`src/rtl/conv_out_pkg.sv`:
```
// ----------------------------------------------------------------------------
// conv_out_pkg
//   Shared definitions for the convolution output path.
//   - DEF_INW / DEF_OUTW : default result and lane widths.
//   - sat_shift()        : optional ReLU, arithmetic right shift, then
//                          saturation to a signed outw-bit range.
//   Values are handled sign-extended to 32 bits so the helper serves any
//   input width up to 32 and any lane width below 32.
// ----------------------------------------------------------------------------
package conv_out_pkg;

   localparam int DEF_INW  = 24;
   localparam int DEF_OUTW = 8;

   function automatic logic signed [31:0] sat_shift(
      input logic signed [31:0] x,
      input int unsigned        shift,
      input logic               relu,
      input int unsigned        outw = DEF_OUTW
   );
      logic signed [31:0] v;
      logic signed [31:0] hi;
      logic signed [31:0] lo;
      v  = (relu && (x < 32'sd0)) ? 32'sd0 : x;
      v  = v >>> shift;
      hi = (32'sd1 <<< (outw - 1)) - 32'sd1;
      lo = -hi - 32'sd1;
      if (v > hi) begin
         return hi;
      end
      if (v < lo) begin
         return lo;
      end
      return v;
   endfunction

endpackage

```
`src/rtl/requant_lane.sv`:
```
// ----------------------------------------------------------------------------
// requant_lane
//   Combinational requantizer for one result.
//   Ports:
//     x     in  INW   signed input result
//     shift in  SHW   arithmetic right-shift amount
//     relu  in  1     clamp negative inputs to zero before shifting
//     y     out OUTW  saturated signed lane value
// ----------------------------------------------------------------------------
module requant_lane
   import conv_out_pkg::*;
#(
   parameter int INW  = DEF_INW,
   parameter int OUTW = DEF_OUTW,
   parameter int SHW  = $clog2(INW)
) (
   input  logic [INW-1:0]  x,
   input  logic [SHW-1:0]  shift,
   input  logic            relu,
   output logic [OUTW-1:0] y
);

   // Saturation guarantees the result fits in OUTW bits, so truncation is lossless.
   assign y = OUTW'(sat_shift(32'($signed(x)), 32'(shift), relu, OUTW));

endmodule

```
`src/rtl/out_requant_pack.sv`:
```
// ----------------------------------------------------------------------------
// out_requant_pack
//   Drains signed convolution results, requantizes each to OUTW bits and packs
//   PACK results per output word. The final word of every NUM_OUT-result frame
//   carries TLAST and a TKEEP covering only the lanes actually filled.
//   Ports:
//     clk, reset                  clock, synchronous active-high reset
//     cfg_shift, cfg_relu         requant config, sampled at frame element 0
//     IN_AXIS_TDATA/TVALID/TREADY input result stream
//     OUT_AXIS_TDATA/TKEEP/TLAST/TVALID/TREADY  packed output stream
//                                 (lane 0 = earliest result, in the low bits)
// ----------------------------------------------------------------------------
module out_requant_pack
   import conv_out_pkg::*;
#(
   parameter int INW     = DEF_INW,
   parameter int OUTW    = DEF_OUTW,
   parameter int PACK    = 4,
   parameter int NUM_OUT = 36
) (
   input  logic                   clk,
   input  logic                   reset,
   input  logic [$clog2(INW)-1:0] cfg_shift,
   input  logic                   cfg_relu,
   input  logic [INW-1:0]         IN_AXIS_TDATA,
   input  logic                   IN_AXIS_TVALID,
   output logic                   IN_AXIS_TREADY,
   output logic [PACK*OUTW-1:0]   OUT_AXIS_TDATA,
   output logic [PACK-1:0]        OUT_AXIS_TKEEP,
   output logic                   OUT_AXIS_TLAST,
   output logic                   OUT_AXIS_TVALID,
   input  logic                   OUT_AXIS_TREADY
);

   localparam int SHW        = $clog2(INW);
   localparam int LCW        = (PACK > 1) ? $clog2(PACK) : 1;
   localparam int FCW        = (NUM_OUT > 1) ? $clog2(NUM_OUT) : 1;
   localparam int LAST_LANES = ((NUM_OUT - 1) % PACK) + 1;
   localparam logic [PACK-1:0] LAST_KEEP = PACK'((64'd1 << LAST_LANES) - 64'd1);

   logic [LCW-1:0]       lane_cnt_reg;
   logic [FCW-1:0]       frame_cnt_reg;
   logic [OUTW-1:0]      lanes_reg [PACK];
   logic [SHW-1:0]       shift_reg;
   logic                 relu_reg;
   logic [PACK*OUTW-1:0] out_data_reg;
   logic [PACK-1:0]      out_keep_reg;
   logic                 out_last_reg;
   logic                 out_valid_reg;

   logic                 in_ready;
   logic                 accept;
   logic                 frame_first;
   logic                 frame_last;
   logic                 word_done;
   logic [SHW-1:0]       eff_shift;
   logic                 eff_relu;
   logic [OUTW-1:0]      lane_val;
   logic [PACK*OUTW-1:0] word_next;

   // A single output register: room exists when it is empty or being drained.
   assign in_ready    = !reset && (!out_valid_reg || OUT_AXIS_TREADY);
   assign accept      = IN_AXIS_TVALID && in_ready;
   assign frame_first = (frame_cnt_reg == '0);
   assign frame_last  = (frame_cnt_reg == FCW'(NUM_OUT - 1));
   assign word_done   = accept && ((lane_cnt_reg == LCW'(PACK - 1)) || frame_last);

   // Element 0 of a frame uses the live config; later elements the latched copy.
   assign eff_shift = frame_first ? cfg_shift : shift_reg;
   assign eff_relu  = frame_first ? cfg_relu  : relu_reg;

   requant_lane #(
      .INW  (INW),
      .OUTW (OUTW),
      .SHW  (SHW)
   ) u_lane (
      .x     (IN_AXIS_TDATA),
      .shift (eff_shift),
      .relu  (eff_relu),
      .y     (lane_val)
   );

   // Assemble the word being completed: stored lanes below the current index,
   // the fresh result at it, zeros above (only reachable on a short last word).
   // Stale lane contents from a discarded partial word are masked the same way.
   generate
      for (genvar gi = 0; gi < PACK; gi++) begin : g_word
         assign word_next[gi*OUTW +: OUTW] =
            (LCW'(gi) == lane_cnt_reg) ? lane_val :
            (LCW'(gi) <  lane_cnt_reg) ? lanes_reg[gi] : '0;
      end
   endgenerate

   always_ff @(posedge clk) begin
      if (accept) begin
         lanes_reg[lane_cnt_reg] <= lane_val;
      end
   end

   always_ff @(posedge clk) begin
      if (reset) begin
         lane_cnt_reg  <= '0;
         frame_cnt_reg <= '0;
         shift_reg     <= '0;
         relu_reg      <= 1'b0;
         out_data_reg  <= '0;
         out_keep_reg  <= '0;
         out_last_reg  <= 1'b0;
         out_valid_reg <= 1'b0;
      end else begin
         if (accept) begin
            lane_cnt_reg  <= word_done ? '0 : lane_cnt_reg + 1'b1;
            frame_cnt_reg <= frame_last ? '0 : frame_cnt_reg + 1'b1;
            if (frame_first) begin
               shift_reg <= cfg_shift;
               relu_reg  <= cfg_relu;
            end
         end
         // Loading wins over draining, so a same-cycle handshake keeps TVALID high.
         if (word_done) begin
            out_data_reg  <= word_next;
            out_keep_reg  <= frame_last ? LAST_KEEP : '1;
            out_last_reg  <= frame_last;
            out_valid_reg <= 1'b1;
         end else if (OUT_AXIS_TREADY) begin
            out_valid_reg <= 1'b0;
         end
      end
   end

   assign IN_AXIS_TREADY  = in_ready;
   assign OUT_AXIS_TDATA  = out_data_reg;
   assign OUT_AXIS_TKEEP  = out_keep_reg;
   assign OUT_AXIS_TLAST  = out_last_reg;
   assign OUT_AXIS_TVALID = out_valid_reg;

endmodule

```
`config.mk`:
```
export PLATFORM = sky130hd
export DESIGN_NAME = out_requant_pack
export DESIGN_NICKNAME = d
export VERILOG_FILES = /design/src/rtl/conv_out_pkg.sv /design/src/rtl/requant_lane.sv /design/src/rtl/out_requant_pack.sv
export SDC_FILE = /design/constraint.sdc
export NUM_CORES = 1
export LEC_CHECK = 0
export CORE_MARGIN = 2
export CORE_UTILIZATION = 40
export DETAILED_ROUTE_END_ITERATION = 6
export GPL_ROUTABILITY_DRIVEN = 0
export GPL_TIMING_DRIVEN = 0
export PLACE_DENSITY = 0.72
export SLEW_MARGIN = 20
export SYNTH_ARGS = -nofsm -noshare
export SYNTH_HDL_FRONTEND = slang
export SYNTH_SLANG_ARGS = --single-unit
```
`constraint.sdc`:
```
create_clock -name clk -period 4 [get_ports clk]
set_input_delay 0.8 -clock clk [delete_from_list [all_inputs] [get_ports clk]]
set_output_delay 0.8 -clock clk [all_outputs]
set_load 0.02 [all_outputs]
```
* Word-level counts from Yosys, hierarchy flattened
Memories as Yosys holds them, arrays and structs flattened. Index checks and enable logic that the tools add are counted.
Operators by class: add/subtract/negate cells 2, mux-type cells 24, shifts and indexed selects 1, reductions and logical operators 11, eq/ne operators 5, order comparisons 7
Operator list (number):
- $mux W8 | 12
- $gt A32 B8 Y1 const B | 1
- $lt A32 B8 Y1 const B | 1
- $mux W32 | 1
- $sshr A32 B5 Y32 | 1
- $lt A24 B1 Y1 const B | 1
- $mux W1 | 8
- $add A6 B1 Y6 const B | 1
- $eq A6 B6 Y1 const B | 1
- $logic_not A6 Y1 | 1
- $mux W6 | 1
- $mux W5 | 1
- $eq A2 B2 Y1 const A | 2
- $logic_and A1 B1 Y1 | 4
- $lt A1 B2 Y1 const A | 2
- $lt A2 B2 Y1 const A | 2
- $add A2 B1 Y2 const B | 1
- $eq A1 B2 Y1 const A | 1
- $eq A2 B2 Y1 const B | 1
- $logic_not A1 Y1 | 2
- $logic_not A2 Y1 | 1
- $logic_or A1 B1 Y1 | 2
- $mux W2 | 1
- $reduce_bool A2 Y1 | 1
Storage, ports and cells: memories 1, memory bits (writable) 32, register bits after elaboration 49, bits of input ports 34
Memory list:
- lanes_reg | depth 4, bits a word 8, read ports 4, clocked after memory_dff 0, wr ports 1, RTL line out_requant_pack.sv:43 | logic [OUTW-1:0] lanes_reg [PACK];

* Logic depth before layout (Yosys ltp)
Gate-level depths: netlist (run 1).
depth in word-level cells 11, mapped depth 16, depth with buffers taken out 13

* By module
A second synthesis (run 1) with hierarchy kept.
Second synthesis, totals: cell total of the unflattened synthesis 480, area total of the unflattened synthesis 4813.4 µm²
Modules (own cells, without submodules):
- out_requant_pack | cells each 253, area each 3130.5 µm², instances 1
- requant_lane | cells each 227, area each 1682.9 µm², instances 1

* Least setup slack after synthesis (run 1)
No wires, ideal clock.
kind flip-flop to flip-flop, start register frame_cnt_reg[2], end memory lanes_reg[0][1] (netlist bit), data pin, arrival 3.305 ns, setup slack 0.424 ns, stages on the path, launching flop included 12, data required time 3.730 ns, path buffers 1, cells stage by stage dfxtp_1 > or3_1 > buf_4 > nor2_4 > mux2_2 > nor2_1 > a221oi_1 > a221o_1 > a2111oi_2 > a31oi_2 > a31oi_1 > inv_1
On the way: cells in the longest elaborated chain, start to end 10, elaborated cells on any way between the ends 14, classes of those cells 2 x order compare; 1 x shift; 9 x mux; 2 x reduce/logical
Ends and longest elaborated chain:
- from (decl) | RTL line out_requant_pack.sv:42 | logic [FCW-1:0] frame_cnt_reg;
- from (signal assigned) | RTL line out_requant_pack.sv:113 | frame_cnt_reg <= frame_last ? '0 : frame_cnt_reg + 1'b1;
- $logic_not A6 Y1 * | RTL line out_requant_pack.sv:64 | assign frame_first = (frame_cnt_reg == '0);
- $mux W1
- $logic_and A1 B1 Y1 | RTL line conv_out_pkg.sv:24 | v = (relu && (x < 32'sd0)) ? 32'sd0 : x;
- $mux W32 | RTL line conv_out_pkg.sv:24
- $sshr A32 B5 Y32 * | RTL line conv_out_pkg.sv:25 | v = v >>> shift;
- $lt A32 B8 Y1 | RTL line conv_out_pkg.sv:31 | if (v < lo) begin
- $mux W1 (2 in a row) | RTL line conv_out_pkg.sv:31
- $mux W8 | RTL line conv_out_pkg.sv:34 | return v;
- $mux W8 * | RTL line conv_out_pkg.sv:31
- named net lane_val[1] | RTL line out_requant_pack.sv:58 | logic [OUTW-1:0] lane_val;
- to (decl) | RTL line out_requant_pack.sv:43
Mark *: on every way through the listed nets, which the timed path passes. The rest lies on a longest branch. The select of a mux whose other input is x is not followed.

* Worst setup path after layout (run 1)
start register frame_cnt_reg[0], end register out_data_reg[10] (netlist: OUT_AXIS_TDATA[10])
On the way: cells in the longest elaborated chain, start to end 11, elaborated cells on any way between the ends 18, classes of those cells 2 x order compare; 1 x eq/ne; 1 x shift; 10 x mux; 4 x reduce/logical
Ends and longest elaborated chain:
- $logic_not A6 Y1 | RTL line out_requant_pack.sv:64
- $mux W1
- $logic_and A1 B1 Y1 | RTL line conv_out_pkg.sv:24
- $mux W32 | RTL line conv_out_pkg.sv:24
- $sshr A32 B5 Y32 | RTL line conv_out_pkg.sv:25
- $lt A32 B8 Y1 | RTL line conv_out_pkg.sv:31
- $mux W1 (2 in a row) | RTL line conv_out_pkg.sv:31
- $mux W8 | RTL line conv_out_pkg.sv:34
- $mux W8 | RTL line conv_out_pkg.sv:31
- $mux W8 | RTL line out_requant_pack.sv:89 | (LCW'(gi) == lane_cnt_reg) ? lane_val :
- to (signal assigned) | RTL line out_requant_pack.sv:121 | out_data_reg <= word_next;
- to (decl) | RTL line out_requant_pack.sv:46 | logic [PACK*OUTW-1:0] out_data_reg;
Several ways; a longest one is shown, not always the timed one. The select of a mux whose other input is x is not followed. A chain may end at the register's enable or synchronous reset.

==> results by group, run 1 <==
Logic synthesis
  – Yosys top cell by area: dfxtp_1
  – Avg Cell Area, Syn: 8.02 µm²
  – Share of the synthesized area in the top cell type: 0.181
  – Syn Inst Count: 675
  – Top_reg_cell synth: dfxtp_1
  – Top cells by area, synth: dfxtp_1 18%, edfxtp_1 13%, a211oi_1 4.7%
  – Synthesized cell area: 5410 µm²
  – Register area share after synthesis: 0.314
  – Warnings from Yosys: 0
  – Asr flop ratio synth: 0
  – Flop and latch count out of synthesis: 73
  – Syn Nets: 716
  – Number of flops mapped to enable cells by yosys: 24
  – Distinct cells, synth: 80

Flow run
  – Max-Cap Viols: 0

Layout
  – Fraction of layout cells with a size suffix above 1: 0.182
  – Max FFs per register: 32
  – Most common cell after layout, fill and taps aside: clkdlybuf4s50_1
  – Ant. Diodes: 0
  – # fillers: 1221
  – Final cell count without fillers: 955
  – Syn-to-layout area delta: 34.2%
  – NumNets Final: 815
  – Most frequent cells in the layout: 66 x clkdlybuf4s50_1, 50 x nor2_1, 49 x dfxtp_1, 49 x nand2_1, 45 x a21oi_1

Power
  – P_leak: 2.47 nW
  – Maximum vdd ir drop: 0.000276 V
  – P per Cell Area: 366 nW/µm²

Place
  – Cell count after placement: 919
  – Port-buffer cells: 68
  – Pre-CTS setup slack: -0.730 ns
  – DP Wirelength: 13.9 mm

Setup path
  – Worst setup SP type: flop
  – CP delay by family, top: compound AO/OA/AOI/OAI gates
  – Bufs and invs on worst path: 5
  – Slowest Stage Delay on Critical Path: 0.47 ns
  – Element type at the critical path end: flop
  – WP data arrival: 4.17 ns
  – Worst EP required: 4.19 ns
  – Worst-path fanout max: 8
  – Critical path cell sequence: inv_1 > ha_2 > nor2b_1 > clkbuf_4 > nand2_2 > clkbuf_4 > mux2_4 > o32ai_2 > nor4_2 > a311o_2 > nor4_4 > a31oi_4 > buf_4 > a211oi_4 > buf_4 > a31oi_1
  – Critical path class: flop to flop
  – CP max stage cell: a311o_2

Die
  – Row cnt: 42
  – Initial Util: 0.409
  – Io pins: 73
  – Die Ht: 120 µm
  – Die Area: 14500 µm²
  – Core area: 13200 µm²
  – Width of the die: 120 µm

Detailed routing
  – Vias per cell: 6.57
  – Routed WL per cell: 20.6 µm
  – Via count: 6270
  – DRC: 0
  – First drt pass iteration count: 6
  – Antenna Nets Post-Route: 0
  – 1st-iter DRT viols: 822
  – Drt total wl: 19.7 mm

Min path
  – Min-delay worst type: flop to flop

CTS
  – CTS max path bufs: 2
  – Root buffer cell: clkbuf_16
  – Htree depth: 3
  – CTS Buf Count: 9
  – TritonCTS clock tree: built
  – Clock Sinks: 73
  – Worst-path clk slew: 0.06 ns
  – Later-pin clock latency in the skew report: 0.33 ns

Timing
  – Max Slew Vio Count: 0
  – Setup TNS: 0 ns
  – Min cycle time layout: 3.98 ns
  – Worst slew pin tran: 0.757 ns
  – Final period utilization: 0.995
  – Final-report hold violation count: 0
  – Clock Skew: 0.00720 ns
  – Endpoints failing setup: 0
  – Final WS setup: 0.0199 ns
  – Fmax: 251 MHz
  – Fin Hold WS: 0.467 ns
  – Slew HR: 0.489

Outcome
  – Status: completed

GRT
  – Number of global-route vias before repair: 5852
  – All-Layer GR Usage: 0.255
  – First-pass GRT wire length: 29.9 mm
  – Largest net degree at the start of global routing: 13
  – Antenna violations before repair: 0
  – Global route overflow: 0
final timing paths:
| path | from | to | slack [ns] | depth (start not counted) |
|---|---|---|---|---|
| setup reg to reg | frame_cnt_reg[0] | OUT_AXIS_TDATA[10] | 0.02 | 16 |
| hold / removal | OUT_AXIS_TDATA[26] | OUT_AXIS_TDATA[26] | 0.47 | 2 |
| setup / recovery | frame_cnt_reg[0] | OUT_AXIS_TDATA[10] | 0.02 | 16 |
| hold reg to reg | OUT_AXIS_TDATA[26] | OUT_AXIS_TDATA[26] | 0.47 | 2 |
final cells by class:
type | count | area, µm² | share of cell area
flip-flops and latches | 73 | 1700 | 0.234
clock inverters | 4 | 26.3 | 0.00362
plain buffers | 57 | 295 | 0.0406
clock buffers | 12 | 256 | 0.0353
well taps | 176 | 220 | 0.0303
repair buffers | 87 | 825 | 0.113
multi-input cells | 530 | 3880 | 0.534
inverters | 16 | 60.1 | 0.00827
cell usage after synthesis, types with 9 or more instances:
library cell	number
a221oi_1	10
nor3_1	23
edfxtp_1	24
nor2_1	55
buf_2	9
o21ai_0	39
a211oi_1	34
a31oi_1	16
clkbuf_1	39
o21a_1	9
a21oi_1	47
nand2_1	53
and3_1	16
a211o_1	23
dfxtp_1	49
nand3_1	22
nand4_1	9
nand2b_1	14
inv_1	16
where the power goes:
group	internal, W	leakage, nW	switching, W
clock network	0.000452	0.135	0.000296
logic	0.000411	1.72	0.000691
registers	0.000792	0.610	0.0000129
total	0.00166	2.47	0.00100
metal layers:
| layer | global-route usage | routed length (µm) |
|---|---|---|
| met5 | 0 | 0 |
| met4 | 0.121 | 873 |
| met3 | 0.0481 | 2060 |
| met2 | 0.418 | 9190 |
| met1 | 0.324 | 7560 |
timing repair:
action	CTS	global route
pin swaps	1	18
cloned	0	2
hold buffers	0	0
setup buffers	2	16
gates resized for setup	40	93
endpoints found under the setup margin	49	49
through the flow:
| step | area [µm²] | utilization | total power, W |
|---|---|---|---|
| 4_1_cts | 6790 | 0.513 | 0.00246 |
| 5_1_grt | 7270 | 0.549 | 0.00276 |
| 3_3_place_gp | 6310 | 0.477 | 0.00163 |
| 6_report | 7270 | 0.549 | 0.00266 |
| 3_5_place_dp | 6310 | 0.477 | 0.00165 |
| 2_1_floorplan | 5410 | - | 0.00140 |
worst register-to-register path: stages (launching register included):
cell and delay [ns]:
dfxtp_1 0.39, inv_1 0.08, ha_2 0.22, nor2b_1 0.14, clkbuf_4 0.19, nand2_2 0.14
clkbuf_4 0.23, mux2_4 0.39, o32ai_2 0.35, nor4_2 0.14, a311o_2 0.47, nor4_4 0.23
a31oi_4 0.16, buf_4 0.18, a211oi_4 0.28, buf_4 0.19, a31oi_1 0.08
logic make-up after synthesis:
kind of cell,share of synthesized area
and+or+nand+nor,0.228
buffers and inverters,0.0569
muxes,0.0233
xor gates and xnor gates,0.00809
DFF,0.314
AOI/OAI and AO/OA,0.353
adders and majority gates,0.0162
(Power assumes the default switching activity.)
==> run 2: changes to the inputs <==
==> constraint.sdc (replaced) <==
create_clock -name clk -period 4.4 [get_ports clk]
set_input_delay 0.88 -clock clk [delete_from_list [all_inputs] [get_ports clk]]
set_output_delay 0.88 -clock clk [all_outputs]
set_load 0.02 [all_outputs]
==> run 2 against run 1 <==
Net effect: global-route usage decreased by 0.46 points; flip-flop and latch count did not move; first-iteration DRC count decreased by 18%; cell count decreased by 2.1%; via count fell by 4.1%; critical path type is now primary input to flop; critical endpoint is now lanes_reg[2][2]; the flow now finishes with violations (DRC); wire length fell by 4.9%; clock power is 8.9% lower; sequential share of layout area is 1.8 points higher; critical path depth decreased by 4; clock skew decreased by 0.0011 ns; cell area shrank 7.1%; worst hold slack got worse by 0.0032 ns.
==> results by group, run 2 (synthesized netlist as in run 1, its figures left out) <==
Outcome
  – Status: finished, violations left
  – Failing checks: DRC

Die
  – Die Ht: 120 µm
  – Row cnt: 42
  – Io pins: 73
  – Core area: 13200 µm²
  – Initial Util: 0.409
  – Die Area: 14500 µm²
  – Width of the die: 120 µm

Layout
  – NumNets Final: 795
  – Max FFs per register: 32
  – Fin area: 6750 µm²
  – Most frequent cells in the layout: 68 x clkdlybuf4s50_1, 54 x nor2_1, 53 x nand2_1, 49 x dfxtp_1, 47 x a21oi_1
  – Ant. Diodes: 0
  – Most common cell after layout, fill and taps aside: clkdlybuf4s50_1
  – Fraction of layout cells with a size suffix above 1: 0.101
  – Syn-to-layout area delta: 24.7%
  – Final Core Density: 0.510

Setup path
  – Worst setup SP type: primary input
  – Slowest Stage Delay on Critical Path: 0.55 ns
  – Critical path cell sequence: clkbuf_1 > inv_1 > nor3_1 > nor2_1 > clkbuf_1 > o41a_1 > nand3_1 > nand3b_1 > a2111oi_4 > a31oi_4 > a211oi_4 > inv_1
  – Worst-path fanout max: 10
  – Worst EP required: 4.46 ns
  – Bufs and invs on worst path: 4
  – WP data arrival: 4.36 ns
  – CP delay by family, top: compound AO/OA/AOI/OAI gates
  – Critical path class: primary input to flop
  – CP max stage cell: nor3_1
  – Element type at the critical path end: flop

Timing
  – Final-report hold violation count: 0
  – Slew HR: 0.519
  – Final period utilization: 0.977
  – RSZ-0062 raised after global routing: true
  – Min cycle time layout: 4.30 ns
  – Fin Hold WS: 0.464 ns
  – Worst slew pin tran: 0.712 ns
  – Endpoints failing setup: 0
  – Setup TNS: 0 ns
  – Max Slew Vio Count: 0
  – Fmax: 233 MHz
  – Clock Skew: 0.00610 ns

Place
  – DP Wirelength: 13.9 mm
  – Port-buffer cells: 68
  – Placed Area: 6310 µm²

GRT
  – First-pass GRT wire length: 29.3 mm
  – Number of global-route vias before repair: 5740
  – All-Layer GR Usage: 0.250
  – Largest net degree at the start of global routing: 13
  – Antenna violations before repair: 0
  – Global route overflow: 0

Detailed routing
  – DRC: 1
  – Antenna Nets Post-Route: 0
  – Met1 WL: 7.41 mm
  – DR WL met3: 1.88 mm
  – Metal2 WL: 8.71 mm
  – Routed WL per cell: 20.0 µm
  – 1st-iter DRT viols: 672
  – Vias per cell: 6.43
  – First drt pass iteration count: 7
  – Drt total wl: 18.7 mm
  – Via count: 6014
  – Top routing layer in use: met4

Power
  – Maximum vdd ir drop: 0.000247 V
  – P_leak: 2.28 nW
  – P per Cell Area: 334 nW/µm²
  – Total Power: 0.00225 W

Flow run
  – Max-Cap Viols: 0

CTS
  – Htree depth: 3
  – Cts hold-fix bufs: 0
  – Later-pin clock latency in the skew report: 0.33 ns
  – TritonCTS clock tree: built
  – Worst-path clk slew: 0.05 ns
  – CTS Buf Count: 9
  – Root buffer cell: clkbuf_16
  – CTS max path bufs: 2
  – Clock Sinks: 73

Min path
  – Min-delay worst type: flop to flop
-- run 2: cell count changes in the layout (fill, tap and decap cells not counted), sizes merged --
cell and change:
nor2 -1, clkbuf +1, dlymetal6s2s -1, clkdlybuf4s50 +2, buf -20, dlygate4sd2 -1
-- run 2: timing repair --
item,CTS,global route
endpoints found under the setup margin,12,49
setup buffers,0,0
resized for setup,6,32
pin swaps,0,1
-- run 2: final cells by class --
type	instances	area, µm²
Buffer	57	258
Clock buffer	12	256
Clock inverter	4	26.3
Fill cell	1290	6490
Inverter	16	60.1
Multi-Input combinational cell	529	3550
Sequential cell	73	1700
Tap cell	176	220
Timing Repair Buffer	68	681
-- run 2: path summary, 6_finish.rpt --
path / cells past startpoint / to / start / slack, ns
min: 2 / OUT_AXIS_TDATA[26] / OUT_AXIS_TDATA[26] / 0.46
min reg2reg: 2 / OUT_AXIS_TDATA[26] / OUT_AXIS_TDATA[26] / 0.46
max: 12 / lanes_reg[2][2] / cfg_shift[1] / 0.10
max reg2reg: 14 / lanes_reg[2][2] / frame_cnt_reg[1] / 0.16
-- run 2: stage by stage --
step	std cells	setup WS, ns
2_1_floorplan	675	0.800
3_3_place_gp	919	-0.360
3_5_place_dp	919	-0.410
4_1_cts	935	0.0534
5_1_grt	935	-0.0699
6_report	935	0.101
-- run 2: worst register-to-register path: stages, from the launching register on --
cell	delay [ns]
dfxtp_1	0.33
inv_1	0.09
ha_1	0.23
nor2b_1	0.14
buf_1	0.28
nand2_1	0.15
clkbuf_4	0.26
a311o_1	0.46
o21ai_0	0.32
a221oi_1	0.17
a221o_1	0.42
a2111oi_4	0.40
a31oi_4	0.23
a211oi_4	0.35
inv_1	0.14
-- run 2: power by group --
group          leakage [nW]  switching, W  internal, W
Combinational          1.54      0.000550     0.000290
Clock                 0.135      0.000271     0.000411
Sequential            0.610     0.0000111     0.000720
Total                  2.28      0.000832      0.00142
-- run 2: routing by layer --
layer,global-route usage,vias up
met5,0,-
met4,0.119,0
met3,0.0495,64
met2,0.408,377
li1,-,2770
met1,0.318,2803
==> run 3: changes to the inputs <==
--- a/config.mk
+++ b/config.mk
@@ -11,6 +11,7 @@
 export GPL_ROUTABILITY_DRIVEN = 0
 export GPL_TIMING_DRIVEN = 0
 export PLACE_DENSITY = 0.72
+export REMOVE_ABC_BUFFERS = 1
 export SLEW_MARGIN = 20
 export SYNTH_ARGS = -nofsm -noshare
 export SYNTH_HDL_FRONTEND = slang
==> run 3 against run 2 <==
Net effect: the flow now finishes without violations; maximum frequency grew 0.15%; via count down 0.91%; cell area is 1.9% higher; worst hold slack better by 0.012 ns; wire length decreased by 5.5%; combinational power grew 2%; die area did not move; worst setup slack gained 0.0066 ns; flip-flop and latch count is the same; clock skew is 0.0016 ns higher; highest routed layer unchanged.
==> results by group, run 3 (synthesized netlist as in run 1, its figures left out) <==
Power
  – Clock power frac: 0.306
  – Maximum vdd ir drop: 0.000184 V
  – P_int: 0.00145 W
  – Sequential share of power: 0.323
  – P_leak: 2.31 nW
  – NetSw: 0.000847 W
  – Combinational Power Share: 0.371
  – P per Cell Area: 334 nW/µm²
  – Sw Share: 0.368

Layout
  – Fin area: 6880 µm²
  – Reg area: 1700 µm²
  – Final cell count without fillers: 907
  – Ant. Diodes: 0
  – # fillers: 1216
  – Area occupied by multi-input gates: 3660 µm²
  – Syn-to-layout area delta: 27.1%
  – Most common cell after layout, fill and taps aside: clkdlybuf4s50_1
  – Fraction of layout cells with a size suffix above 1: 0.133
  – Max FFs per register: 32
  – Most frequent cells in the layout: 70 x clkdlybuf4s50_1, 51 x nand2_1, 50 x nor2_1, 49 x dfxtp_1, 47 x a21oi_1
  – NumNets Final: 767

Timing
  – Worst slew pin tran: 0.893 ns
  – Final WS setup: 0.108 ns
  – Min cycle time layout: 4.29 ns
  – Endpoints failing setup: 0
  – Final-report hold violation count: 0
  – Max Slew Vio Count: 0
  – RSZ-0062 raised after global routing: true
  – Slew HR: 0.399
  – Fmax: 233 MHz
  – Fin Hold WS: 0.476 ns
  – Setup TNS: 0 ns
  – Clock Skew: 0.00770 ns
  – Final period utilization: 0.976

GRT
  – Antenna violations before repair: 1
  – First-pass GRT wire length: 28.0 mm
  – Number of global-route vias before repair: 5422
  – Global route overflow: 0
  – Largest net degree at the start of global routing: 41
  – All-Layer GR Usage: 0.239

Setup path
  – Element type at the critical path end: flop
  – Worst setup SP type: primary input
  – Worst-path fanout max: 21
  – Worst EP required: 4.46 ns
  – WP data arrival: 4.35 ns
  – Critical path class: primary input to flop

Outcome
  – Status: completed

Place
  – Port-buffer cells: 72
  – Cell count after placement: 867
  – DP Wirelength: 12.0 mm
  – Pre-CTS setup slack: -1.36 ns
  – Placed Area: 6160 µm²

CTS
  – Htree depth: 3
  – Cts hold-fix bufs: 0
  – TritonCTS clock tree: built
  – Clock Sinks: 73
  – Worst-path clk slew: 0.06 ns
  – CTS max path bufs: 2
  – Root buffer cell: clkbuf_16
  – CTS Buf Count: 9
  – Later-pin clock latency in the skew report: 0.33 ns

Detailed routing
  – DR WL met3: 1.54 mm
  – Top routing layer in use: met4
  – Vias per cell: 6.57
  – Via count: 5959
  – Metal2 WL: 8.26 mm
  – Met1 WL: 7.36 mm
  – Drt total wl: 17.7 mm
  – DRC: 0
  – First drt pass iteration count: 6
  – Antenna Nets Post-Route: 0
  – 1st-iter DRT viols: 701
  – Routed WL per cell: 19.5 µm

Die
  – Die Area: 14500 µm²
  – Io pins: 73
  – Die Ht: 120 µm
  – Width of the die: 120 µm
  – Row cnt: 42
  – Core area: 13200 µm²
  – Initial Util: 0.409

Flow run
  – Max-Cap Viols: 0

Min path
  – Min-delay worst type: flop to flop
## run 3: cell count changes in the layout (fill, tap and decap cells not counted), moves of 4 or more
cell      delta
mux2i_4      +4
buf_4       +17
buf_1        -4
clkbuf_2     -5
buf_2        -7
mux2i_2      -5
nor2_4       +4
nor2_1       -4
clkbuf_1    -34
## run 3: layout make-up
type	instances	share of cell area
Timing Repair Buffer	96	0.136
Clock buffer	10	0.0364
Multi-Input combinational cell	529	0.531
Tap cell	176	0.0320
Timing Repair inverter	1	0.000728
Inverter	16	0.00928
Sequential cell	73	0.247
Clock inverter	6	0.00673
## run 3: timing repair
action                                 4_1_cts  5_1_grt
setup buffers                               11       12
endpoints found under the hold margin        0        0
resized for setup                           25       21
setup endpoints to repair                   49       49
gates cloned                                 1        0
pin swaps                                    5        3
## run 3: path summary, 6_finish.rpt
check	start	endpoint	slack, ns	cells after the start
min reg2reg	OUT_AXIS_TLAST	OUT_AXIS_TLAST	0.48	2
max	cfg_shift[1]	lanes_reg[1][2]	0.11	11
max reg2reg	frame_cnt_reg[2]	OUT_AXIS_TDATA[16]	0.25	12
min	OUT_AXIS_TLAST	OUT_AXIS_TLAST	0.48	2
## run 3: power groups by stage
stage | Clock [W] | Sequential, W | Combinational, W
finish | 0.000704 | 0.000742 | 0.000853
global route | 0.000756 | 0.000743 | 0.000903
CTS | 0.000715 | 0.000741 | 0.000762
detailed placement | 0 | 0.000754 | 0.000714
global placement | 0 | 0.000753 | 0.000699
floorplan | 0 | 0.000749 | 0.000495
## run 3: worst max-delay path: stages
cell	delay [ns]
clkdlybuf4s50_1	0.70
inv_1	0.15
nor3_2	0.41
nor2_4	0.20
nor4_1	0.37
nor4_2	0.13
a311o_1	0.46
nor4_4	0.31
a31oi_4	0.21
a211oi_4	0.37
inv_1	0.16
## run 3: metrics by stage
stage,util,total power [W]
6_report,0.519,0.00230
5_1_grt,0.519,0.00240
4_1_cts,0.502,0.00222
3_5_place_dp,0.465,0.00147
3_3_place_gp,0.461,0.00145
2_1_floorplan,-,0.00124
## run 3: per-layer routing
metal  GRT usage  vias up
met5           0        -
met4      0.0799        0
met3      0.0349       59
met2       0.393      357
met1       0.322     2836
li1            -     2707
